--- src/rtl/his_peak_finder.sv ---
// rtl/his_peak_finder.sv - per-pixel histogram peak scan with optional bin clear
// Reads every bin once, one per cycle, and reports the max-count bin of each pixel.
module his_peak_finder #(
   parameter int NB        = 8,
   parameter int BIN_NUM   = 256,
   parameter int PIXEL_NUM = 4,
   parameter int PIX_W     = 2,
   parameter int RAM_ADDR  = 10,
   parameter int COUNT_W   = 8,
   parameter int CLEAR_EN  = 1
) (
   input  logic                clk,
   input  logic                res,
   input  logic                start,
   output logic [RAM_ADDR-1:0] raddr,
   output logic                rEnable,
   input  logic [COUNT_W-1:0]  rdata,
   output logic [RAM_ADDR-1:0] waddr,
   output logic                wEnable,
   output logic [COUNT_W-1:0]  wdata,
   output logic                busy,
   output logic                peak_valid,
   output logic [PIX_W-1:0]    peak_pixel,
   output logic [NB-1:0]       peak_bin,
   output logic [COUNT_W-1:0]  peak_count,
   output logic                done
);

   typedef enum logic [1:0] {S_IDLE, S_SCAN, S_FLUSH, S_DONE} state_t;

   localparam logic [NB-1:0]       LAST_BIN  = NB'(BIN_NUM - 1);
   localparam logic [RAM_ADDR-1:0] LAST_ADDR = RAM_ADDR'(PIXEL_NUM * BIN_NUM - 1);

   state_t              state_q, state_d;
   logic [RAM_ADDR-1:0] raddr_q, raddr_d;
   logic                ren_q, ren_d;
   logic [NB-1:0]       iss_bin_q, iss_bin_d;
   logic [PIX_W-1:0]    iss_pix_q, iss_pix_d;
   logic                pend_valid_q, pend_valid_d;
   logic [RAM_ADDR-1:0] pend_addr_q, pend_addr_d;
   logic [NB-1:0]       pend_bin_q, pend_bin_d;
   logic [PIX_W-1:0]    pend_pix_q, pend_pix_d;
   logic [COUNT_W-1:0]  max_q, max_d;
   logic [NB-1:0]       max_bin_q, max_bin_d;
   logic                wen_q, wen_d;
   logic [RAM_ADDR-1:0] waddr_q, waddr_d;
   logic                busy_q, busy_d;
   logic                pv_q, pv_d;
   logic [PIX_W-1:0]    pp_q, pp_d;
   logic [NB-1:0]       pb_q, pb_d;
   logic [COUNT_W-1:0]  pc_q, pc_d;
   logic                done_q, done_d;

   always_comb begin
      state_d      = state_q;
      raddr_d      = raddr_q;
      ren_d        = 1'b0;
      iss_bin_d    = iss_bin_q;
      iss_pix_d    = iss_pix_q;
      busy_d       = busy_q;
      done_d       = 1'b0;
      // The pipeline stage always tracks what the read port presented this cycle.
      pend_valid_d = ren_q;
      pend_addr_d  = raddr_q;
      pend_bin_d   = iss_bin_q;
      pend_pix_d   = iss_pix_q;
      max_d        = max_q;
      max_bin_d    = max_bin_q;
      wen_d        = 1'b0;
      waddr_d      = waddr_q;
      pv_d         = 1'b0;
      pp_d         = pp_q;
      pb_d         = pb_q;
      pc_d         = pc_q;

      if (pend_valid_q) begin
         // Bin 0 reloads unconditionally; strict compare keeps the lowest bin on ties.
         if (pend_bin_q == '0 || rdata > max_q) begin
            max_d     = rdata;
            max_bin_d = pend_bin_q;
         end
         if (pend_bin_q == LAST_BIN) begin
            pv_d = 1'b1;
            pp_d = pend_pix_q;
            pb_d = max_bin_d;
            pc_d = max_d;
         end
         if (CLEAR_EN != 0) begin
            wen_d   = 1'b1;
            waddr_d = pend_addr_q;
         end
      end

      case (state_q)
         S_IDLE: begin
            if (start) begin
               state_d   = S_SCAN;
               raddr_d   = '0;
               ren_d     = 1'b1;
               iss_bin_d = '0;
               iss_pix_d = '0;
               busy_d    = 1'b1;
            end
         end
         S_SCAN: begin
            if (raddr_q == LAST_ADDR) begin
               state_d = S_FLUSH;
            end else begin
               raddr_d = raddr_q + 1'b1;
               ren_d   = 1'b1;
               if (iss_bin_q == LAST_BIN) begin
                  iss_bin_d = '0;
                  iss_pix_d = iss_pix_q + 1'b1;
               end else begin
                  iss_bin_d = iss_bin_q + 1'b1;
               end
            end
         end
         S_FLUSH: state_d = S_DONE;
         S_DONE: begin
            done_d  = 1'b1;
            busy_d  = 1'b0;
            state_d = S_IDLE;
         end
         default: state_d = S_IDLE;
      endcase
   end

   always_ff @(posedge clk) begin
      if (!res) begin
         state_q      <= S_IDLE;
         raddr_q      <= '0;
         ren_q        <= 1'b0;
         iss_bin_q    <= '0;
         iss_pix_q    <= '0;
         pend_valid_q <= 1'b0;
         pend_addr_q  <= '0;
         pend_bin_q   <= '0;
         pend_pix_q   <= '0;
         max_q        <= '0;
         max_bin_q    <= '0;
         wen_q        <= 1'b0;
         waddr_q      <= '0;
         busy_q       <= 1'b0;
         pv_q         <= 1'b0;
         pp_q         <= '0;
         pb_q         <= '0;
         pc_q         <= '0;
         done_q       <= 1'b0;
      end else begin
         state_q      <= state_d;
         raddr_q      <= raddr_d;
         ren_q        <= ren_d;
         iss_bin_q    <= iss_bin_d;
         iss_pix_q    <= iss_pix_d;
         pend_valid_q <= pend_valid_d;
         pend_addr_q  <= pend_addr_d;
         pend_bin_q   <= pend_bin_d;
         pend_pix_q   <= pend_pix_d;
         max_q        <= max_d;
         max_bin_q    <= max_bin_d;
         wen_q        <= wen_d;
         waddr_q      <= waddr_d;
         busy_q       <= busy_d;
         pv_q         <= pv_d;
         pp_q         <= pp_d;
         pb_q         <= pb_d;
         pc_q         <= pc_d;
         done_q       <= done_d;
      end
   end

   assign raddr      = raddr_q;
   assign rEnable    = ren_q;
   assign waddr      = waddr_q;
   assign wEnable    = wen_q;
   assign wdata      = '0;
   assign busy       = busy_q;
   assign peak_valid = pv_q;
   assign peak_pixel = pp_q;
   assign peak_bin   = pb_q;
   assign peak_count = pc_q;
   assign done       = done_q;

endmodule

--- config.mk ---
export PLATFORM = sky130hd
export DESIGN_NAME = his_peak_finder
export DESIGN_NICKNAME = d
export VERILOG_FILES = /design/src/rtl/his_peak_finder.sv
export SDC_FILE = /design/constraint.sdc
export NUM_CORES = 1
export LEC_CHECK = 0
export CORE_UTILIZATION = 40
export DETAILED_ROUTE_END_ITERATION = 10
export MAX_ROUTING_LAYER = met4
export PLACE_DENSITY_LB_ADDON = 0.1
export SYNTH_ARGS = -nofsm -noshare
export SYNTH_HDL_FRONTEND = slang
export SYNTH_SLANG_ARGS = --single-unit
--- constraint.sdc ---
create_clock -name clk -period 3.1 [get_ports clk]
set_clock_uncertainty 0.1 [all_clocks]
set_input_delay 0.62 -clock clk [delete_from_list [all_inputs] [get_ports clk]]
set_output_delay 0.62 -clock clk [all_outputs]
set_load 0.03 [all_outputs]
Word-level counts from Yosys, hierarchy flattened
Index checks and enable logic that the tools add are counted.

Register bits: 92. Input bits: 11. Output and inout bits: 51. Logic and storage cells: 68.

Add/subtract/negate cells: 3. Order comparisons: 1. Equality and inequality tests: 10. Muxes and demuxes: 24. Reductions and logical operators: 11.

Operators by type and width (count): 8-bit 2-to-1 mux (5); 10-bit 2-to-1 mux (2); 10-bit case mux with 2 select lines (1); 8-bit == test (second input constant) (2); 8-bit case mux with 2 select lines (1); 10-bit by 1-bit adder with 10-bit output (second input constant) (1); 10-bit == test (second input constant) (1); 2-bit 2-to-1 mux (5); 8-bit by 1-bit adder with 8-bit output (second input constant) (1); 8-bit greater-than comparator (1); 8-bit logical NOT (1); 2-bit inequality test (second input constant) (4); 2-bit case mux with 4 select lines (1); 2-bit AND reduction (4); 1-bit 2-to-1 mux (6); 2-bit == test (second input constant) (2); 1-bit case mux with 2 select lines (2); 2-bit case mux with 2 select lines (1); 4-bit AND reduction (1); 2-bit nonzero test (2); 3-bit AND reduction (1); 2-bit by 1-bit adder with 2-bit output (second input constant) (1); 2-bit by 1-bit == test with 1-bit output (second input constant) (1); 2-bit logical NOT (1); 1-bit logical OR (1).

Depth between registers and ports, before layout
Gate-level depths: netlist (run 1).

Depth in word-level cells: 4. Depth in mapped cells: 9. Mapped depth without buffers: 7.

Worst setup path before layout (run 1)
OpenSTA, ideal clock, no wires.

Kind: input -> register. From: input rdata[1]. To: register max_bin_q[6]. Library setup time: 72 ps. Data arrival time: 2277 ps. Data required time: 2928 ps. Slack: 651 ps. Stages on the path: 7. Buffers on the path: 1. Cells stage by stage: ha_1 nor2b_4 o211ai_2 a21oi_2 a311oi_4 buf_6 mux2i_1.

Cells in the longest elaborated chain, start to end: 3.

Ends and longest elaborated chain: start, declared (line 17) `input logic [COUNT_W-1:0] rdata,`; 8-bit greater-than comparator (line 78) `if (pend_bin_q == '0 || rdata > max_q) begin`; 1-bit logical OR (line 78); 8-bit 2-to-1 mux (line 78); end signal, assigned (line 161) `max_bin_q <= max_bin_d;`; end, declared (line 44) `logic [NB-1:0] max_bin_q, max_bin_d;`.

No other way between the ends. A chain may end at the register's enable or synchronous reset.

Final worst setup path (run 1)
From: input rdata[0]. To: register max_bin_q[2].

The elaborated chain is that of the path after synthesis.

==> results.cfg, run 1 <==
[run_status]
status = finished, final reports clean

[die]
start_util = 0.416
rows = 35
die_h_um = 101
fp.dieArea_um2 = 10100
core_um2 = 9330
die_w_um = 101
design.portCount = 62

[layout]
layout-drive-gt1-share = 0.0768
syn_to_final_growth_pct = 21.5
num_antenna_cells = 0
nNetsFinal = 502
nFillCells = 928
utilization = 0.506

[synth]
synth.area.top_cells = dfxtp_1 (47%), mux2i_1 (7.5%), nand2_1 (5.1%), ha_1 (4.5%), nor2_1 (3.8%)
async_reset_ff_frac = 0
synthCells = 423
synth_most_common_cell = dfxtp_1
synth_edf_count = 0
yosysSeqAreaShare = 0.474
synth_top_area_frac = 0.474
yosysTopAreaCell = dfxtp_1
netlist_area_um2 = 3880
yosys_warnings = 0
ys.flop_type = dfxtp_1
ys_types = 45
synth_seq_cells = 92
synth_common_cells = dfxtp_1 (92), nand2_1 (53), nor2_1 (39), mux2i_1 (29), and2_1 (20)
synth.avg_cell_area_um2 = 9.18

[timing]
hold_viol = 0
finalCritPeriodShare = 0.809
fmax_mhz = 399
setup_tns_ns = 0
fin_crit_ns = 2.51
slew_headroom = 0.553
rsz0062_at_grt = false
worst_pin_slew_ns = 0.666
finalSetupViolations = 0
drv_slew = 0

[clocking]
cts_resized = 0
numCtsBuffers = 9
clock_latency_ns = 0.36
postCtsSetupBuffers = 0
h-tree-depth = 3
clkTransAtPathRegs_ns = 0.10
cts_buffer_depth = 2
cts.sinks = 92
cts_root_buf = clkbuf_8
hold_buffers = 0
cts_tree = done

[critical_path]
arrival_ns = 2.70
critPathSlowestCell = clkdlybuf4s50_1
crit_chain = clkdlybuf4s50_1 > inv_1 > ha_1 > nand4_4 > nor2_1 > nor3b_1 > a311oi_4 > buf_4 > mux2i_1
setup.worst_path.end_class = register
path_buf_inv = 3
max_stage_delay_ns = 0.48
crit_required_ns = 3.29
critPathMaxFanout = 11
cp-start-kind = primary input
crit_family = buffers and inverters
setup.worst_path.class = primary input to register

[power_and_ir_drop]
pwr-share-comb = 0.243
intPower_w = 0.00181
vdd_drop_max_v = 0.000348
power_density_nw_per_um2 = 578
p_seq_frac = 0.477
clkPwrFrac = 0.280
swShare = 0.338
p_leak_nw = 1.78
power_w = 0.00273
p_switching_w = 0.000921

[global_route]
grt_max_degree = 36
grt_overflow = 0
grt_use_total = 0.179
grt_pass1_wl_um = 13700
antenna_found_initial = 0
grt_pass1_vias = 2785

[detailed_routing]
via_per_inst = 4.98
vias = 3040
drc_errors = 0
routedWlPerCell_um = 13.6
wl_um = 8320
dr.pass1.iters = 4
ant_nets = 0
drt_iter0_markers = 96

[placement]
port_buffers = 53
dp_hpwl_um = 5920
place_congestion = 0.830

[hold_path]
min_path_type = register to register

[flow_run]
max_cap_violations = 0
layout by cell type (no fill, tap or decap), types with 5 or more instances in the layout:
cell and instances:
a41oi_1 5, xor2_1 12, a21oi_1 9, a31oi_1 12, mux2i_1 29, buf_4 11, ha_1 14, o21ai_0 19
clkdlybuf4s50_1 52, dfxtp_1 92, o221ai_1 7, clkbuf_8 9, nand2_1 53, conb_1 8, nand4_1 12, inv_1 18
nor2_1 39, and2_1 20, nand3_1 16
cells by family (layout without fill, tap and decap cells):
kind of cell / Yosys count / after routing / share of synthesized area
AOI/OAI and AO/OA: 65 / 65 / 0.114
xor gates and xnor gates: 15 / 15 / 0.0338
adders and majority gates: 14 / 14 / 0.0451
buffers and inverters: 47 / 99 / 0.0564
DFF: 92 / 92 / 0.474
muxes: 29 / 29 / 0.0747
other: 1 / 8 / 0.000965
and+or+nand+nor: 160 / 160 / 0.201
layout make-up:
type                    instances  area, um^2  share of cell area
multi-input cells             291        1860               0.393
flip-flops and latches         92        1840               0.390
repair buffers                 64         608               0.129
well taps                     129         161              0.0342
clock buffers                   9         124              0.0262
inverters                      19        71.3              0.0151
clock inverters                 7        58.8              0.0125
metal layers:
layer	share of wire	vias up	global-route usage
met2	0.46	51	0.271
met5	0	-	-
li1	-	1556	-
met3	0.036	7	0.0395
met4	0.0058	0	0.0435
met1	0.50	1426	0.244
registers in the layout, summed over array words and instances, names as in the netlist:
signal,count
peak_count,8
peak_bin,8
pend_bin_q,8
wEnable,1
max_bin_q,8
raddr,10
peak_pixel,2
pend_valid_q,1
done,1
iss_bin_q,8
iss_pix_q,2
busy,1
waddr,10
pend_pix_q,2
state_q,2
peak_valid,1
pend_addr_q,10
rEnable,1
max_q,8
power by group through the flow:
stage               Sequential [W]  Combinational, W  Clock (W)
floorplan                  0.00134          0.000474          0
global placement           0.00133          0.000658          0
detailed placement         0.00133          0.000671          0
CTS                        0.00130          0.000673   0.000783
global route               0.00131          0.000743   0.000825
finish                     0.00130          0.000664   0.000763
per-stage QoR:
step | instances | hold slack, ns | instance area (um^2) | setup slack (ns)
floorplan | 430 | 0.338 | 3910 | 0.651
global placement | 595 | 0.345 | 4540 | 0.310
detailed placement | 595 | 0.352 | 4540 | 0.218
CTS | 611 | 0.366 | 4720 | 0.597
global route | 611 | 0.388 | 4720 | 0.481
finish | 611 | 0.360 | 4720 | 0.591
worst min-delay path, cell delays in order (launching register included):
cell and delay [ns]:
dfxtp_1 0.32, nand2_1 0.05, a31oi_1 0.07
worst paths after layout:
path | end | start | slack [ns] | cells after the start
worst min register to register | peak_bin[5] | max_bin_q[5] | 0.36 | 2
worst max register to register | max_bin_q[2] | max_q[2] | 0.91 | 8
worst min-delay path | peak_bin[5] | max_bin_q[5] | 0.36 | 2
worst max-delay path | max_bin_q[2] | rdata[0] | 0.59 | 9
(Power assumes the default switching activity.)
==> run 2, diff against run 1 <==
==> constraint.sdc (replaced) <==
create_clock -name clk -period 2.45 [get_ports clk]
set_clock_uncertainty 0.1 [all_clocks]
set_input_delay 0.49 -clock clk [delete_from_list [all_inputs] [get_ports clk]]
set_output_delay 0.49 -clock clk [all_outputs]
set_load 0.03 [all_outputs]
==> run 2 against run 1 <==
Against the previous run: global-route usage rose by 0.48 points; power rose by 31%; final cell count rose by 2.8%; clock-buffer cell count rose by 1; hold slack improved by 0.010 ns; via count rose by 1.9%; sequential share of layout area fell by 1.2 points; design area rose by 3.2%; sequential power rose by 27%; core utilization rose by 1.6 points.
==> results.cfg, run 2 (synthesis results as in run 1) <==
[run_status]
status = finished, final reports clean

[power_and_ir_drop]
p_leak_nw = 1.87
power_density_nw_per_um2 = 733
vdd_drop_max_v = 0.000566

[detailed_routing]
dr.pass1.iters = 4
wl_um = 8450
via_per_inst = 4.93
vias = 3099
drc_errors = 0
routedWlPerCell_um = 13.5
ant_nets = 0
drt_iter0_markers = 134

[placement]
dp.cells = 612
place_congestion = 0.881
port_buffers = 53
dp_hpwl_um = 6170

[hold_path]
min_path_type = register to register

[die]
design.portCount = 62
core_um2 = 9330
die_w_um = 101
rows = 35
fp.dieArea_um2 = 10100
die_h_um = 101
start_util = 0.416

[clocking]
cts.sinks = 92
numCtsBuffers = 9
clock_latency_ns = 0.36
cts_root_buf = clkbuf_8
h-tree-depth = 3
cts_tree = done
clkTransAtPathRegs_ns = 0.09
postCtsSetupBuffers = 0
cts_resized = 0
hold_buffers = 0
cts_buffer_depth = 2

[flow_run]
max_cap_violations = 0

[global_route]
grt_pass1_vias = 2989
grt_max_degree = 35
antenna_found_initial = 0
grt_pass1_wl_um = 14200
grt_use_total = 0.184
grt_overflow = 0

[timing]
finalCritPeriodShare = 0.919
finalSetupViolations = 0
fmax_mhz = 444
drv_slew = 0
hold_viol = 0
rsz0062_at_grt = false
fin_crit_ns = 2.25
whs_ns = 0.370

[critical_path]
critPathMaxFanout = 12
crit_required_ns = 2.64
setup.worst_path.class = primary input to register
arrival_ns = 2.44
cp-start-kind = primary input
setup.worst_path.end_class = register

[layout]
finalNonFillerCells = 628
final_cell_mix = dfxtp_1 (92), nand2_1 (53), clkdlybuf4s50_1 (52)
layout_commonest_cell = dfxtp_1
nNetsFinal = 519
syn_to_final_growth_pct = 25.4
num_antenna_cells = 0
layout-drive-gt1-share = 0.108
run 2: final cells by class:
cell class | count | area [um^2]
clock inverter | 6 | 55.1
clock buffer | 10 | 138
timing repair buffer | 81 | 748
tap | 129 | 161
fill | 887 | 4460
inverter | 19 | 71.3
multi-input combinational | 291 | 1860
sequential | 92 | 1840
run 2: final timing paths:
check / startpoint / endpoint / slack [ns] / cells after the start
min reg2reg: max_bin_q[0] / max_bin_q[0] / 0.37 / 2
min: max_bin_q[0] / max_bin_q[0] / 0.37 / 2
max reg2reg: state_q[1] / raddr[9] / 0.35 / 7
max: rdata[3] / max_bin_q[5] / 0.20 / 7
run 2: worst max-delay path, stage by stage:
cell and delay [ns]:
clkdlybuf4s50_1 0.45, ha_1 0.38, a21oi_1 0.24, a21oi_2 0.12
a311oi_4 0.37, buf_12 0.20, mux2i_1 0.19
run 2: per-stage QoR:
stage / TNS, ns / instance area (um^2) / utilization / setup WS, ns / power, W
2_1_floorplan: 0 / 3910 / - / 0.131 / 0.00230
3_3_place_gp: -1.96 / 4680 / 0.502 / -0.115 / 0.00260
3_5_place_dp: -3.48 / 4680 / 0.502 / -0.203 / 0.00261
4_1_cts: 0 / 4870 / 0.522 / 0.191 / 0.00361
5_1_grt: 0 / 4870 / 0.522 / 0.0971 / 0.00377
6_report: 0 / 4870 / 0.522 / 0.197 / 0.00357
run 2: metal layers:
| layer | vias to the layer above | track usage | share of wire |
|---|---|---|---|
| li1 | 1585 | - | - |
| met2 | 64 | 0.293 | 0.47 |
| met1 | 1439 | 0.236 | 0.48 |
| met3 | 11 | 0.0395 | 0.043 |
| met4 | 0 | 0.0535 | 0.012 |
| met5 | - | - | 0 |
run 2: power by group:
| part | total (W) | internal, W | switching (W) | leakage (nW) |
|---|---|---|---|---|
| registers | 0.00165 | 0.00157 | 0.0000750 | 0.743 |
| logic | 0.000920 | 0.000394 | 0.000526 | 1.03 |
| clock network | 0.00100 | 0.000418 | 0.000584 | 0.0934 |
| total | 0.00357 | 0.00239 | 0.00118 | 1.87 |
